## src/rtl/matmul_seq_ctrl.sv

```systemverilog
// ---------------------------------------------------------------------------
// matmul_seq_ctrl
//
// Sequencer for a 4x4 by 4x1 matrix-vector multiply built from four MAC
// lanes. One job (four matrix rows plus four vector elements) is latched on
// a start handshake. The controller then clears the MAC accumulators and
// streams one matrix column plus the matching vector element per clock. It
// waits out the MAC latency, captures the four lane results and offers them
// behind a valid/ready handshake.
//
// Ports:
//   clk                 system clock, rising edge
//   clear               synchronous active-high reset
//   start               job request, taken only while idle
//   busy                high from the cycle after acceptance until transfer
//   A1..A4   [4N]       matrix rows, [4N-1:3N] is column 0, [N-1:0] column 3
//   X1..X4   [N]        vector elements, X1 pairs with column 0
//   mac_clear_n         active-low accumulator clear to all four lanes
//   mac_a1..mac_a4 [N]  A operand per lane
//   mac_x    [N]        B operand shared by all lanes
//   Y1_in..Y4_in [2N]   MAC lane outputs
//   Y1..Y4   [2N]       captured results
//   out_valid           result available
//   out_ready           consumer accepts the result
//   done                one-cycle pulse after the result transfer
//
// All outputs are registered. The controller performs no arithmetic.
// ---------------------------------------------------------------------------
module matmul_seq_ctrl #(
    parameter int N       = 32,
    parameter int MAC_LAT = 1
) (
    input  logic           clk,
    input  logic           clear,
    input  logic           start,
    output logic           busy,
    input  logic [4*N-1:0] A1,
    input  logic [4*N-1:0] A2,
    input  logic [4*N-1:0] A3,
    input  logic [4*N-1:0] A4,
    input  logic [N-1:0]   X1,
    input  logic [N-1:0]   X2,
    input  logic [N-1:0]   X3,
    input  logic [N-1:0]   X4,
    output logic           mac_clear_n,
    output logic [N-1:0]   mac_a1,
    output logic [N-1:0]   mac_a2,
    output logic [N-1:0]   mac_a3,
    output logic [N-1:0]   mac_a4,
    output logic [N-1:0]   mac_x,
    input  logic [2*N-1:0] Y1_in,
    input  logic [2*N-1:0] Y2_in,
    input  logic [2*N-1:0] Y3_in,
    input  logic [2*N-1:0] Y4_in,
    output logic [2*N-1:0] Y1,
    output logic [2*N-1:0] Y2,
    output logic [2*N-1:0] Y3,
    output logic [2*N-1:0] Y4,
    output logic           out_valid,
    input  logic           out_ready,
    output logic           done
);

    typedef enum logic [2:0] {
        ST_IDLE  = 3'd0,
        ST_CLR   = 3'd1,
        ST_ACC   = 3'd2,
        ST_DRAIN = 3'd3,
        ST_HOLD  = 3'd4
    } state_t;

    // Drain counter value on the last MAC latency cycle (MAC_LAT is 1..4).
    localparam logic [1:0] DRAIN_LAST = 2'(MAC_LAT - 1);

    state_t         state_r;
    logic [1:0]     k_r;
    logic [1:0]     drain_r;
    logic [4*N-1:0] a_r [4];
    logic [N-1:0]   x_r [4];
    logic [1:0]     op_k_s;

    // Pick column k out of a packed matrix row; column 0 sits in the top bits.
    function automatic logic [N-1:0] col_sel(input logic [4*N-1:0] row,
                                             input logic [1:0]     k);
        logic [N-1:0] col;
        case (k)
            2'd0:    col = row[4*N-1:3*N];
            2'd1:    col = row[3*N-1:2*N];
            2'd2:    col = row[2*N-1:N];
            2'd3:    col = row[N-1:0];
            default: col = '0;
        endcase
        return col;
    endfunction

    // Column whose operands are loaded at the coming edge: 0 when leaving
    // CLR, otherwise the one after the column currently on the lanes.
    always_comb begin
        if (state_r == ST_CLR) begin
            op_k_s = 2'd0;
        end else begin
            op_k_s = k_r + 2'd1;
        end
    end

    // Sequencer state, latched job, MAC drive and result registers.
    always_ff @(posedge clk) begin
        if (clear) begin
            state_r     <= ST_IDLE;
            k_r         <= 2'd0;
            drain_r     <= 2'd0;
            for (int r = 0; r < 4; r++) begin
                a_r[r] <= '0;
                x_r[r] <= '0;
            end
            busy        <= 1'b0;
            out_valid   <= 1'b0;
            done        <= 1'b0;
            mac_clear_n <= 1'b0;
            mac_a1      <= '0;
            mac_a2      <= '0;
            mac_a3      <= '0;
            mac_a4      <= '0;
            mac_x       <= '0;
            Y1          <= '0;
            Y2          <= '0;
            Y3          <= '0;
            Y4          <= '0;
        end else begin
            done <= 1'b0;
            case (state_r)
                ST_IDLE: begin
                    mac_a1 <= '0;
                    mac_a2 <= '0;
                    mac_a3 <= '0;
                    mac_a4 <= '0;
                    mac_x  <= '0;
                    if (start) begin
                        a_r[0]      <= A1;
                        a_r[1]      <= A2;
                        a_r[2]      <= A3;
                        a_r[3]      <= A4;
                        x_r[0]      <= X1;
                        x_r[1]      <= X2;
                        x_r[2]      <= X3;
                        x_r[3]      <= X4;
                        mac_clear_n <= 1'b0;
                        busy        <= 1'b1;
                        state_r     <= ST_CLR;
                    end else begin
                        mac_clear_n <= 1'b1;
                    end
                end
                ST_CLR: begin
                    mac_clear_n <= 1'b1;
                    mac_a1      <= col_sel(a_r[0], op_k_s);
                    mac_a2      <= col_sel(a_r[1], op_k_s);
                    mac_a3      <= col_sel(a_r[2], op_k_s);
                    mac_a4      <= col_sel(a_r[3], op_k_s);
                    mac_x       <= x_r[op_k_s];
                    k_r         <= 2'd0;
                    state_r     <= ST_ACC;
                end
                ST_ACC: begin
                    if (k_r == 2'd3) begin
                        // Zero operands so the accumulators hold while draining.
                        mac_a1  <= '0;
                        mac_a2  <= '0;
                        mac_a3  <= '0;
                        mac_a4  <= '0;
                        mac_x   <= '0;
                        drain_r <= 2'd0;
                        state_r <= ST_DRAIN;
                    end else begin
                        mac_a1  <= col_sel(a_r[0], op_k_s);
                        mac_a2  <= col_sel(a_r[1], op_k_s);
                        mac_a3  <= col_sel(a_r[2], op_k_s);
                        mac_a4  <= col_sel(a_r[3], op_k_s);
                        mac_x   <= x_r[op_k_s];
                        k_r     <= op_k_s;
                    end
                end
                ST_DRAIN: begin
                    if (drain_r == DRAIN_LAST) begin
                        Y1        <= Y1_in;
                        Y2        <= Y2_in;
                        Y3        <= Y3_in;
                        Y4        <= Y4_in;
                        out_valid <= 1'b1;
                        state_r   <= ST_HOLD;
                    end else begin
                        drain_r   <= drain_r + 2'd1;
                    end
                end
                ST_HOLD: begin
                    if (out_ready) begin
                        out_valid <= 1'b0;
                        busy      <= 1'b0;
                        done      <= 1'b1;
                        state_r   <= ST_IDLE;
                    end else begin
                        out_valid <= 1'b1;
                    end
                end
                default: begin
                    // Unreachable encoding: fall back to a quiet idle.
                    state_r     <= ST_IDLE;
                    busy        <= 1'b0;
                    out_valid   <= 1'b0;
                    mac_clear_n <= 1'b0;
                    mac_a1      <= '0;
                    mac_a2      <= '0;
                    mac_a3      <= '0;
                    mac_a4      <= '0;
                    mac_x       <= '0;
                end
            endcase
        end
    end

endmodule

```

## config.mk

```make
export PLATFORM = sky130hd
export DESIGN_NAME = matmul_seq_ctrl
export DESIGN_NICKNAME = d
export VERILOG_FILES = /design/src/rtl/matmul_seq_ctrl.sv
export SDC_FILE = /design/constraint.sdc
export NUM_CORES = 2
export LEC_CHECK = 0
export CORE_AREA = 2 2 512 514
export CTS_CLUSTER_SIZE = 14
export DETAILED_ROUTE_END_ITERATION = 10
export DIE_AREA = 0 0 514 516
export PLACE_DENSITY_LB_ADDON = 0.12
export SLEW_MARGIN = 5
export SYNTH_ARGS = -nofsm -noshare
export SYNTH_HDL_FRONTEND = slang
export SYNTH_SLANG_ARGS = --single-unit
export TNS_END_PERCENT = 10
```

## constraint.sdc

```tcl
create_clock -name clk -period 21 [get_ports clk]
set_input_delay 3.15 -clock clk [delete_from_list [all_inputs] [get_ports clk]]
set_output_delay 3.15 -clock clk [all_outputs]
set_load 0.1 [all_outputs]
```

# After elaboration in Yosys (flattened, before gate mapping)
# Memory sizes are Yosys's and may differ from the RTL's.
# Cells that the tools add are included.
[word_totals] register_bits=427 mem_bits_rw=640 inputBits=900 output_inout_bits=420 elab_cells=109 memories=2
[mem_list] memory="a_r" depth=4 word_bits=128 rd=4 rd_ports_with_merged_regs=0 write_ports=4 line_no="78" text="logic [4*N-1:0] a_r [4];"
[mem_list] memory="x_r" depth=4 word_bits=32 rd=1 rd_ports_with_merged_regs=0 write_ports=4 line_no="79" text="logic [N-1:0] x_r [4];"
[op_classes] addsub=2 n_eq_ne=14 mux=48 n_bitwise=11 n_reduce_logical=16
[ops] cell="two-way mux 128 bit" count=4
[ops] cell="case mux 32 bit (4 select lines)" count=4
[ops] cell="case mux 32 bit (3 select lines)" count=5
[ops] cell="two-way mux 32 bit" count=9
[ops] cell="case mux 3 bit (5 select lines)" count=1
[ops] cell="two-way mux 1 bit" count=12
[ops] cell="two-way mux 3 bit" count=4
[ops] cell="inequality test 2 bit, second input constant" count=6
[ops] cell="case mux 1 bit (3 select lines)" count=3
[ops] cell="OR reduction 3 bit" count=3
[ops] cell="two-way mux 2 bit" count=4
[ops] cell="OR 1 bit" count=8
[ops] cell="case mux 2 bit (2 select lines)" count=2
[ops] cell="equality test 2 bit, second input constant" count=3
[ops] cell="equality test 3 x 2 -> 1 bit, second input constant" count=2
[ops] cell="AND reduction 2 bit" count=3
[ops] cell="AND reduction 3 bit" count=2
[ops] cell="adder 2 x 1 -> 2 bit, second input constant" count=2
[ops] cell="zero test 2 bit" count=2
[ops] cell="AND reduction 4 bit" count=1
[ops] cell="nonzero test 2 bit" count=2
[ops] cell="OR reduction 2 bit" count=2
[ops] cell="equality test 3 x 1 -> 1 bit, second input constant" count=1
[ops] cell="equality test 3 bit, second input constant" count=1
[ops] cell="other kinds (3)" count=5

# Depth between registers and ports, before layout
[logic_depth] ltp_word=6 ltp_mapped=8 ltp_nobuf=6

# Worst setup path after synthesis
# OpenSTA, ideal clock, no wires.
[synth_path] path_kind="input -> register" startpoint="input port clear" endpoint="memory a_r[0][0] in the netlist's numbering, enable pin" setup_time_ns=0.745 arrival_time_ns=11.320 required_ns=20.255 setup_slack_ns=8.935 path_stages=3 n_path_buf=2 path_cell_list="clkbuf_1 clkbuf_1 or2_2"
[synth_rtl] element="from (decl)" line_no="34" text="input logic clear,"
[synth_rtl] element="to (decl)" line_no="78"

==> impl_metrics.tcl <==
set metrics [dict create \
    multi_input_area_um2 13600 \
    insertion_delay_ps 790 \
    finalNetCount 5754 \
    max_freq_mhz 145 \
    initial_utilization_pct 16.4 \
    max_cap_viol_count 0 \
    drv_slew 0 \
    hold_depth 2 \
    async_reset_ff_share_pct 0 \
    tightest_slew_ps 1490 \
    ys_warn_count 0 \
    hold_viol_final 0 \
    synth_seq_cells 1067 \
    fin_tns_setup_ps 0 \
    cts.path.max_buffers 3 \
    grt_usage_pct 15.7 \
    worstPathArrival_ps 7280 \
    rsz0062_at_grt "false" \
    required_ps 21400 \
    grt_pass1_wl_mm 289 \
    die-area_um2 265000 \
    viasPerCell 3.87 \
    cts_tree "built" \
    p_seq_share_pct 41.9 \
    intPower_mw 4.19 \
    hold_buffers 0 \
    antenna_found_initial 209 \
    cp_cell_sequence "clkdlybuf4s50_1 > inv_1 > nor4_2 > or2_4 > buf_4 > buf_12 > buf_4" \
    crit_path_top_delay_cell "buf_4" \
    wire_per_inst_um 25.7 \
    synth_cell_types 47 \
    syn_area_um2 42600 \
    synth-simple-area-share_pct 17.1 \
    drive_gt1_share_pct 9.54 \
    grt_overflow 0 \
    synth_adder_area_share_pct 0.0587 \
    gp_congestion 0.831 \
    cts-root-buf "clkbuf_16" \
    crit_type "in2reg" \
    skew_ps 37.6 \
    hp-start "mac_a4[4]" \
    num_vias 32590 \
    holdPathEnd "mac_a4[4]" \
    synth_edf_count 640 \
    synth_nets 4531 \
    synth-main-ff-cell "edfxtp_1" \
    comb_power_share_pct 17.7 \
    hpwl_mm 156 \
    grt_pass1_vias 33999 \
    clk_transition_reported_paths_ps 50 \
    reg2reg_to "x_r[0][13]" \
    critPathBufInv 5 \
    synth_area_per_cell_um2 11.7 \
    critPathTopFamily "buffers and inverters" \
    synth_compound_area_share_pct 10.4 \
    holdCritPathClass "reg2reg" \
    timing.rr.start "state_r[2]" \
    synth-xor-area-share_pct 0 \
    cts_setup_buffers 0 \
    reg2reg_depth 5 \
    drt-initial-drc-count 1669 \
    row_count 187 \
    grt_max_degree 229 \
    die_w_um 514 \
    p_clk_share_pct 40.4 \
    numPortBuffers 1319 \
    fin_crit_ps 6880 \
    syn_inst 3629 \
    synth_seq_area_share_pct 65.1 \
    drc 0 \
    run_status "finished, final reports clean" \
    power_mw 5.96 \
    final_common_cell "clkdlybuf4s50_1" \
    numCtsBuffers 142 \
    crit_top_cell "buf_4" \
    synth_top_family_by_area "simple AND/OR/NAND/NOR gates" \
    cts-htree-levels 4 \
    power_leakage_nw 22.6 \
    vdd_drop_max_mv 0.0771 \
    setup_viol 0 \
    wl_mm 216 \
    ant_nets 0 \
    syn_to_final_growth_pct 49.9 \
    cts_sinks 1067 \
    fin_crit_sh_pct 32.8 \
    cts_resized 0 \
    nFillCells 27531 \
    synth_mux_area_share_pct 4.22 \
    start_kind "input port" \
    core_um2 259000 \
    regArea_um2 27800 \
    final_cell_mix "1,289 x clkdlybuf4s50_1, 825 x nand2_1, 641 x and2_1" \
    cp-end-kind "register" \
    rrSetupSlack_ps 16460 \
    slowest_delay_ps 860 \
    io_pins 1320 \
    die_y_um 516 \
    worst_slew_margin_rel_pct 0.500 \
    worstPathMaxFanout 123 \
    p_per_area_nw_per_um2 93.3 \
    dr.pass1.iters 5 \
    hold_slack_ps 435 \
    switchingPower_mw 1.77 \
    p_sw_share_pct 29.7 \
]
how the worst max path moves through the flow:
stage	start	end	slack, ps	cells after the start
floorplan	clear	a_r[0][0]	8930	3
global placement	start	a_r[0][37]	13300	7
detailed placement	start	a_r[0][37]	13300	7
CTS	start	x_r[2][10]	14120	7
global route	start	x_r[2][11]	13910	7
finish	start	x_r[0][13]	14120	7
layout make-up:
class,instances,share of cell area [%]
Clock inverter,50,0.875
Sequential cell,1067,43.5
Antenna cell,59,0.231
Clock buffer,211,6.26
Tap cell,3402,6.66
Inverter,6,0.0353
Timing Repair Buffer,1363,21.2
Multi-Input combinational cell,2272,21.3
power by group through the flow:
stage	registers (mW)	logic (mW)	clock network, mW
3_5_place_dp	2.55	1.09	0
4_1_cts	2.50	1.09	2.51
2_1_floorplan	2.83	0.348	0
6_report	2.50	1.05	2.41
3_3_place_gp	2.54	1.09	0
5_1_grt	2.52	1.12	2.58
worst register-to-register path: cells and delay by family (launching register included):
kind / cells / cell delay [ps]
flip-flops: 1 / 500
buffers and inverters: 3 / 2440
AND/OR/NAND/NOR: 2 / 1140
layer usage:
layer	part of all wire (%)	track usage (%)	vias up
met5	0.44	0	-
met2	51	29.3	1232
met4	3.3	4.56	152
met3	10	7.73	501
li1	-	-	15233
met1	34	15.1	15472
through the flow:
| stage | std cells | setup WS [ps] | area [µm²] | util (%) |
|---|---|---|---|---|
| final | 8430 | 14120 | 63900 | 24.6 |
| after CTS | 8371 | 14120 | 63700 | 24.6 |
| after global routing | 8382 | 13910 | 63800 | 24.6 |
| after floorplan | 3629 | 8930 | 42600 | - |
| after global placement | 8110 | 13300 | 59200 | 22.8 |
| after detailed placement | 8110 | 13300 | 59200 | 22.8 |
cells by family after synthesis:
| family | after synthesis |
|---|---|
| AO/OA/AOI/OAI | 612 |
| adder cells (fa/ha/maj) | 2 |
| buffers and inverters | 290 |
| flip-flops | 1067 |
| multiplexers | 160 |
| AND/OR/NAND/NOR | 1498 |
cell usage after synthesis, types with 2 or more instances:
cell type	number	area [µm²]
nand2_1	827	3100
and2_1	642	4020
edfxtp_1	640	19200
dfxtp_1	427	8550
a21oi_1	265	1330
mux2_2	159	1790
o22a_1	147	1290
o221ai_1	117	1020
clkbuf_1	103	387
buf_2	84	420
clkbuf_2	61	305
o221ai_2	30	450
buf_1	23	86.3
o21ai_0	19	95.1
o22ai_1	12	75.1
buf_4	11	82.6
o21ai_1	10	50.1
nor2_1	9	33.8
inv_1	6	22.5
or2_2	6	37.5
a21oi_2	2	17.5
ha_1	2	25.0
nor2b_1	2	12.5
or3b_1	2	17.5
registers in the layout (all words and copies together) (netlist names), 2 cells and up:
register	cells
mac_a4	32
k_r	2
drain_r	2
Y2	64
state_r	3
mac_x	32
mac_a1	32
Y4	64
mac_a2	32
a_r	512
mac_a3	32
x_r	128
Y1	64
Y3	64
No activity file was read; power rests on OpenSTA's default activity.
